===== src/rtl/ys_poly_small_seq3.sv =====
// Mode-3 pass sequencer: streams every coefficient block out of ram1 and
// writes the exe3 datapath result back into ram2 in ascending block order.
module ys_poly_small_seq3 #(
  parameter int NUM_BLK  = 64,
  parameter int AW       = 7,
  parameter int READ_LAT = 1
) (
  input  logic          clk,
  input  logic          rst,
  input  logic          start,
  output logic          busy,
  output logic          done,
  output logic          ram1_ena,
  output logic [AW-1:0] ram1_addra,
  output logic          ram1_enb,
  output logic [AW-1:0] ram1_addrb,
  output logic          ram2_wea,
  output logic [AW-1:0] ram2_addra,
  output logic          ram2_web,
  output logic [AW-1:0] ram2_addrb,
  output logic          f_ctr
);

  localparam int KW = (NUM_BLK > 1) ? $clog2(NUM_BLK) : 1;
  localparam int DW = (READ_LAT > 1) ? $clog2(READ_LAT) : 1;
  localparam logic [KW-1:0] K_LAST = KW'(NUM_BLK - 1);
  localparam logic [DW-1:0] D_LAST = DW'(READ_LAT - 1);

  // Handshake: none on the RAM side; a read issued in cycle t (ena=1) has its
  // data valid in cycle t+READ_LAT, which is exactly when the shift line
  // output raises the matching ram2 write enables.
  typedef enum logic [1:0] {S_IDLE, S_READ, S_DRAIN, S_DONE} state_e;

  state_e                      state_q, state_d;
  logic [KW-1:0]               k_q, k_d;
  logic [DW-1:0]               dcnt_q, dcnt_d;
  logic [READ_LAT-1:0]         sl_v_q, sl_v_d;
  logic [READ_LAT-1:0]         sl_f_q, sl_f_d;
  logic [READ_LAT-1:0][KW-1:0] sl_k_q, sl_k_d;
  logic [AW-1:0]               r1b_q, r1b_d;
  logic [AW-1:0]               r2a_q, r2a_d;
  logic [AW-1:0]               r2b_q, r2b_d;

  logic          issue;
  logic          wr_v;
  logic          wr_f;
  logic [KW-1:0] wr_k;

  assign issue = (state_q == S_READ);
  assign wr_v  = sl_v_q[READ_LAT-1];
  assign wr_f  = sl_f_q[READ_LAT-1];
  assign wr_k  = sl_k_q[READ_LAT-1];

  always_ff @(posedge clk or posedge rst) begin
    if (rst) begin
      state_q <= S_IDLE;
    end else begin
      state_q <= state_d;
    end
  end

  always_comb begin
    state_d = state_q;
    case (state_q)
      S_IDLE:  if (start) state_d = S_READ;
      S_READ:  if (k_q == K_LAST) state_d = S_DRAIN;
      S_DRAIN: if (dcnt_q == D_LAST) state_d = S_DONE;
      S_DONE:  state_d = S_IDLE;
      default: state_d = S_IDLE;
    endcase
  end

  // Counters and the (valid, k, first) shift line; k holds after the last
  // block so the idle addresses stay at their final values.
  always_comb begin
    k_d    = k_q;
    dcnt_d = dcnt_q;
    if (state_q == S_IDLE && start) begin
      k_d = '0;
    end else if (issue && k_q != K_LAST) begin
      k_d = k_q + 1'b1;
    end
    if (issue) begin
      dcnt_d = '0;
    end else if (state_q == S_DRAIN) begin
      dcnt_d = dcnt_q + 1'b1;
    end
    sl_v_d    = sl_v_q;
    sl_f_d    = sl_f_q;
    sl_k_d    = sl_k_q;
    sl_v_d[0] = issue;
    sl_f_d[0] = (k_q == '0);
    sl_k_d[0] = k_q;
    for (int i = 1; i < READ_LAT; i++) begin
      sl_v_d[i] = sl_v_q[i-1];
      sl_f_d[i] = sl_f_q[i-1];
      sl_k_d[i] = sl_k_q[i-1];
    end
    r1b_d = issue ? AW'({k_q, 1'b1}) : r1b_q;
    r2a_d = wr_v ? AW'({wr_k, 1'b0}) : r2a_q;
    r2b_d = wr_v ? AW'({wr_k, 1'b1}) : r2b_q;
  end

  always_ff @(posedge clk or posedge rst) begin
    if (rst) begin
      k_q    <= '0;
      dcnt_q <= '0;
      sl_v_q <= '0;
      sl_f_q <= '0;
      sl_k_q <= '0;
      r1b_q  <= '0;
      r2a_q  <= '0;
      r2b_q  <= '0;
    end else begin
      k_q    <= k_d;
      dcnt_q <= dcnt_d;
      sl_v_q <= sl_v_d;
      sl_f_q <= sl_f_d;
      sl_k_q <= sl_k_d;
      r1b_q  <= r1b_d;
      r2a_q  <= r2a_d;
      r2b_q  <= r2b_d;
    end
  end

  always_comb begin
    busy       = (state_q == S_READ) || (state_q == S_DRAIN);
    done       = (state_q == S_DONE);
    ram1_ena   = issue;
    ram1_enb   = issue;
    ram1_addra = AW'({k_q, 1'b0});
    ram1_addrb = issue ? AW'({k_q, 1'b1}) : r1b_q;
    ram2_wea   = wr_v;
    ram2_web   = wr_v;
    ram2_addra = wr_v ? AW'({wr_k, 1'b0}) : r2a_q;
    ram2_addrb = wr_v ? AW'({wr_k, 1'b1}) : r2b_q;
    f_ctr      = ~(wr_v & wr_f);
  end

endmodule


===== config.mk =====
export PLATFORM = sky130hd
export DESIGN_NAME = ys_poly_small_seq3
export DESIGN_NICKNAME = d
export VERILOG_FILES = /design/src/rtl/ys_poly_small_seq3.sv
export SDC_FILE = /design/constraint.sdc
export NUM_CORES = 1
export LEC_CHECK = 0
export BUFFER_PORTS_ARGS = -buffer_cell sky130_fd_sc_hd__buf_2
export CORE_ASPECT_RATIO = 0.6
export CORE_MARGIN = 2
export CORE_UTILIZATION = 40
export CTS_CLUSTER_DIAMETER = 40
export DETAILED_ROUTE_END_ITERATION = 6
export PLACE_DENSITY = 0.59
export SETUP_SLACK_MARGIN = 0.3
export SYNTH_ARGS = -nofsm -noshare
export SYNTH_HDL_FRONTEND = slang
export SYNTH_SLANG_ARGS = --single-unit
export TNS_END_PERCENT = 1

===== constraint.sdc =====
create_clock -name clk -period 4.1 [get_ports clk]
set_clock_uncertainty 0.05 [all_clocks]
set_input_delay 0.82 -clock clk [delete_from_list [all_inputs] [get_ports clk]]
set_output_delay 0.82 -clock clk [all_outputs]
set_load 0.02 [all_outputs]

After elaboration in Yosys (flattened, before gate mapping)
Index checks and enable logic that the tools add are counted.
- flip-flop bits (word level): 38
- input bits: 3
- output and inout port bits: 35
- add/subtract/negate cells: 2
- equality and inequality tests: 8
- mux-type cells: 11
- bitwise logic cells: 2
- reduce and logical (&&, ||, !) cells: 8
- operators with widths (cell ; count):
    $mux W7 ; 3
    $mux W6 ; 2
    $pmux W2 S4 ; 1
    $add A6 B1 Y6 const B ; 1
    $eq A6 B6 Y1 const B ; 1
    $logic_not A6 Y1 ; 1
    $mux W2 ; 3
    $ne A6 B6 Y1 const B ; 1
    $eq A2 B2 Y1 const B ; 2
    $ne A2 B2 Y1 const B ; 2
    $reduce_bool A2 Y1 ; 2
    $reduce_and A3 Y1 ; 1
    $eq A2 B1 Y1 const B ; 1
    $logic_and A1 B1 Y1 ; 2
    $logic_not A2 Y1 ; 1
    $mux W1 ; 2
    $ne A2 B1 Y1 const B ; 1
    $add A1 B1 Y1 const B ; 1
    $and A1 B1 Y1 ; 1
    $logic_or A1 B1 Y1 ; 1
    $not A1 Y1 ; 1

Depth between registers and ports, before layout
- depth after elaboration: 4
- gate-level depth with buffers: 6

Worst setup path after synthesis
Ideal clock, no wire load.
- kind: flip-flop to output port
- start: reg state_q[1]
- end: out ram1_addrb[1]
- arrival: 1.564 ns
- required time: 3.230 ns
- setup slack: 1.666 ns
- cell stages (with the launch flop): 5
- buffers on the path: 1
- cells stage by stage: dfrtp_1 inv_1 ha_1 buf_2 mux2_2
- word-level cells in the longest chain between the ends: 2
- ends and longest elaborated chain (element ; RTL line ; source):
    start: declaration ; 34 ; state_e state_q, state_d;
    start signal: assignment ; 58 ; state_q <= state_d;
    $eq A2 B1 Y1 ; 49 ; assign issue = (state_q == S_READ);
    net ram1_ena ; 13 ; output logic ram1_ena,
    $mux W7 ; 132 ; ram1_addrb = issue ? AW'({k_q, 1'b1}) : r1b_q;
    end: declaration ; 16 ; output logic [AW-1:0] ram1_addrb,
The timed path passes the listed nets, and every way through them passes these cells.

Final worst setup path
- start: reg state_q[1]
- end: out ram1_addrb[6]
- word-level cells in the longest chain between the ends: 2
- ends and longest elaborated chain (element ; RTL line):
    $eq A2 B1 Y1 ; 49
    $mux W7 ; 132
No other way between the ends.

==> qor.csv <==
metric;value;unit
totalNegativeSetupSlack;0;ns
async_flop_share;100;%
post_drt_wl_per_cell;12.8;um
max_clock_freq;350;MHz
synth.area.top_cells;dfrtp_1 (61%), ha_1 (5.6%), mux2_2 (5.1%), inv_1 (4.3%), o21ai_0 (3.9%);
hold_class;flop to flop;
cp.arrival;1.98;ns
synth_cells;133;
cpMaxStageDelayCell;ha_1;
synth_edf_count;0;
path_cells;inv_1 -> ha_1 -> mux2_2 -> buf_2;
cts_tree;done;
drtPass1Iterations;4;
peakVddDrop;426;uV
slew_headroom;56.2;%
gp_congestion;0.720;
period_needed;2.85;ns
grt-ovfl-total;0;
nets;180;
die_h;52.3;um
synth_commonest_cells;dfrtp_1 (38), inv_1 (18), o21ai_0 (12);
rsz0062_at_grt;false;
grt_pass1_wl;4.88;mm
synth_seq_area_share;61.1;%
port_buffers;36;
antenna_found_initial;0;
cts.htree.levels;2;
syn_area;1560;um2
drt-vias-per-instance;4.67;
p_sw_share;40.7;%
initial_core_util;42.0;%
ant_nets;0;
critPathRequiredTime;3.23;ns
yosys.cell_types.count;32;
cpPeakStageDelay;0.59;ns
worstSetupEndpointType;output port;
grt_max_degree;39;
cts_root_buf;clkbuf_8;
cts_resized;0;
p_clk_share;16.4;%
clock-sinks;38;
die_w;84.5;um
synth.top_cell.area_share;61.1;%
cts_buffer_depth;2;
p_int;0.823;mW
ios;38;
power.switching;0.564;mW
worst_slew_pin_slew;0.657;ns
synth_nets;143;
leakagePower;0.950;nW
path_class;flop to output port;
drv_cap;0;
drive_gt1_share;32.9;%
post-cts-setup-buffers;0;
clkTransAtPathRegs;0.06;ns
setup_viol_count_final;0;
grt_usage;14.8;%
syn2layout_area_growth;18.3;%
power_density;754;nW/um2
drcViolationCount;0;
synth_flop_cell;dfrtp_1;
wirelength;2.78;mm
regToRegSetupSlack;2.14;ns
total_power;1.39;mW
route.vias.total;1014;
instances_no_fill;217;
clk_latency;0.28;ns
grt_pass1_vias;1038;
cp-start-kind;flop;
die-area;4420;um2
pwr-share-comb;41.8;%
cts_inserted_buffers;5;
seq_power_share;41.7;%
cp_top_family;adder cells;
fillCellCount;346;
finalHoldViolCount;0;
coreArea;3700;um2
synth_top_area_cell;dfrtp_1;
drt-initial-drc-count;43;
avgSynthCellArea;11.7;um2
place_inst;210;
period_share;69.6;%
dp_hpwl;1.97;mm
yosysMostFrequentCell;dfrtp_1;
drv_slew;0;
status;complete, no violations;
holdBufCountCts;0;
worst_slack;1.25;ns
insertedDiodeCount;0;
rows;17;
yosys_warnings;0;
crit_fanout;17;
crit_buf_inv;2;
synth_seq_cells;38;
dpl_worst_slack;1.54;ns
[layer usage]
metal | part of all wire, % | routed length (um) | track usage [%]
met1 | 49 | 1380 | 19.1
met2 | 43 | 1180 | 22.0
met3 | 6.8 | 188 | 5.51
met4 | 1.1 | 30 | 7.14
met5 | 0 | 0 | 0
[flip-flops by register name (all words and copies together), names as in the netlist]
signal and count:
k_q 6, ram2_wea 1, sl_k_q 6, r1b_q 7, sl_f_q 1, state_q 2, r2a_q 7, r2b_q 7
dcnt_q 1
[power by group through the flow]
stage               registers (mW)  clock network (mW)  logic (mW)
CTS                          0.581               0.242       0.589
floorplan                    0.571                   0       0.433
global route                 0.598               0.261       0.641
detailed placement           0.589                   0       0.585
finish                       0.579               0.228       0.580
global placement             0.579                   0       0.568
[kinds of logic after synthesis]
family	share of synthesized area [%]
DFF	61.1
and+or+nand+nor	10.7
buffers and inverters	6.84
AOI/OAI and AO/OA	7.56
muxes	7.32
adders and majority gates	5.63
other	0.241
xor gates and xnor gates	0.563
[cells in the final DEF (no fill, tap or decap), drive strengths merged, types with 2 or more instances in the layout]
| cell type | count |
|---|---|
| nand2 | 11 |
| nand3 | 3 |
| nor2 | 6 |
| mux2 | 8 |
| inv | 18 |
| and2 | 2 |
| dfrtp | 38 |
| buf | 37 |
| mux2i | 2 |
| o21ai | 13 |
| nor3 | 2 |
| ha | 7 |
| clkbuf | 7 |
| or2 | 2 |
| a21oi | 2 |
[area by class of cell]
type	instances	area, um2	area share (%)
multi-input combinational	70	498	27.1
inverter	18	67.6	3.67
timing repair buffer	37	188	10.2
sequential	38	951	51.7
clock buffer	7	76.3	4.15
tap	47	58.8	3.20
[per-stage QoR]
stage                     utilization (%)  hold WS (ns)  instance area, um2
after floorplan                         -         0.455                1560
after global placement               47.6         0.382                1760
after detailed placement             47.6         0.387                1760
after CTS                            49.7         0.401                1840
after global routing                 49.7         0.407                1840
final                                49.7         0.397                1840
[worst reg2reg max path, delay by kind of cell, from the launching register on]
kind / cells / cell delay [ns]
simple gates: 3 / 0.47
buf+inv: 1 / 0.12
fa+ha+maj: 1 / 0.59
flops: 1 / 0.41
mux: 1 / 0.21
[final timing paths]
kind                                              from                  to  cells after the start
worst max-delay path            state_q[1]$_DFFE_PP0P_       ram1_addrb[6]                      4
worst min-delay path                r1b_q[0]$_DFF_PP0_  r1b_q[0]$_DFF_PP0_                      1
worst max register to register  state_q[1]$_DFFE_PP0P_  k_q[5]$_DFFE_PP0P_                      6
worst min register to register      r1b_q[0]$_DFF_PP0_  r1b_q[0]$_DFF_PP0_                      1
max in group asynchronous                          rst  r2a_q[2]$_DFF_PP0_                      3
min in group asynchronous                          rst  r1b_q[6]$_DFF_PP0_                      3
No activity file was read; power rests on OpenSTA's default activity.
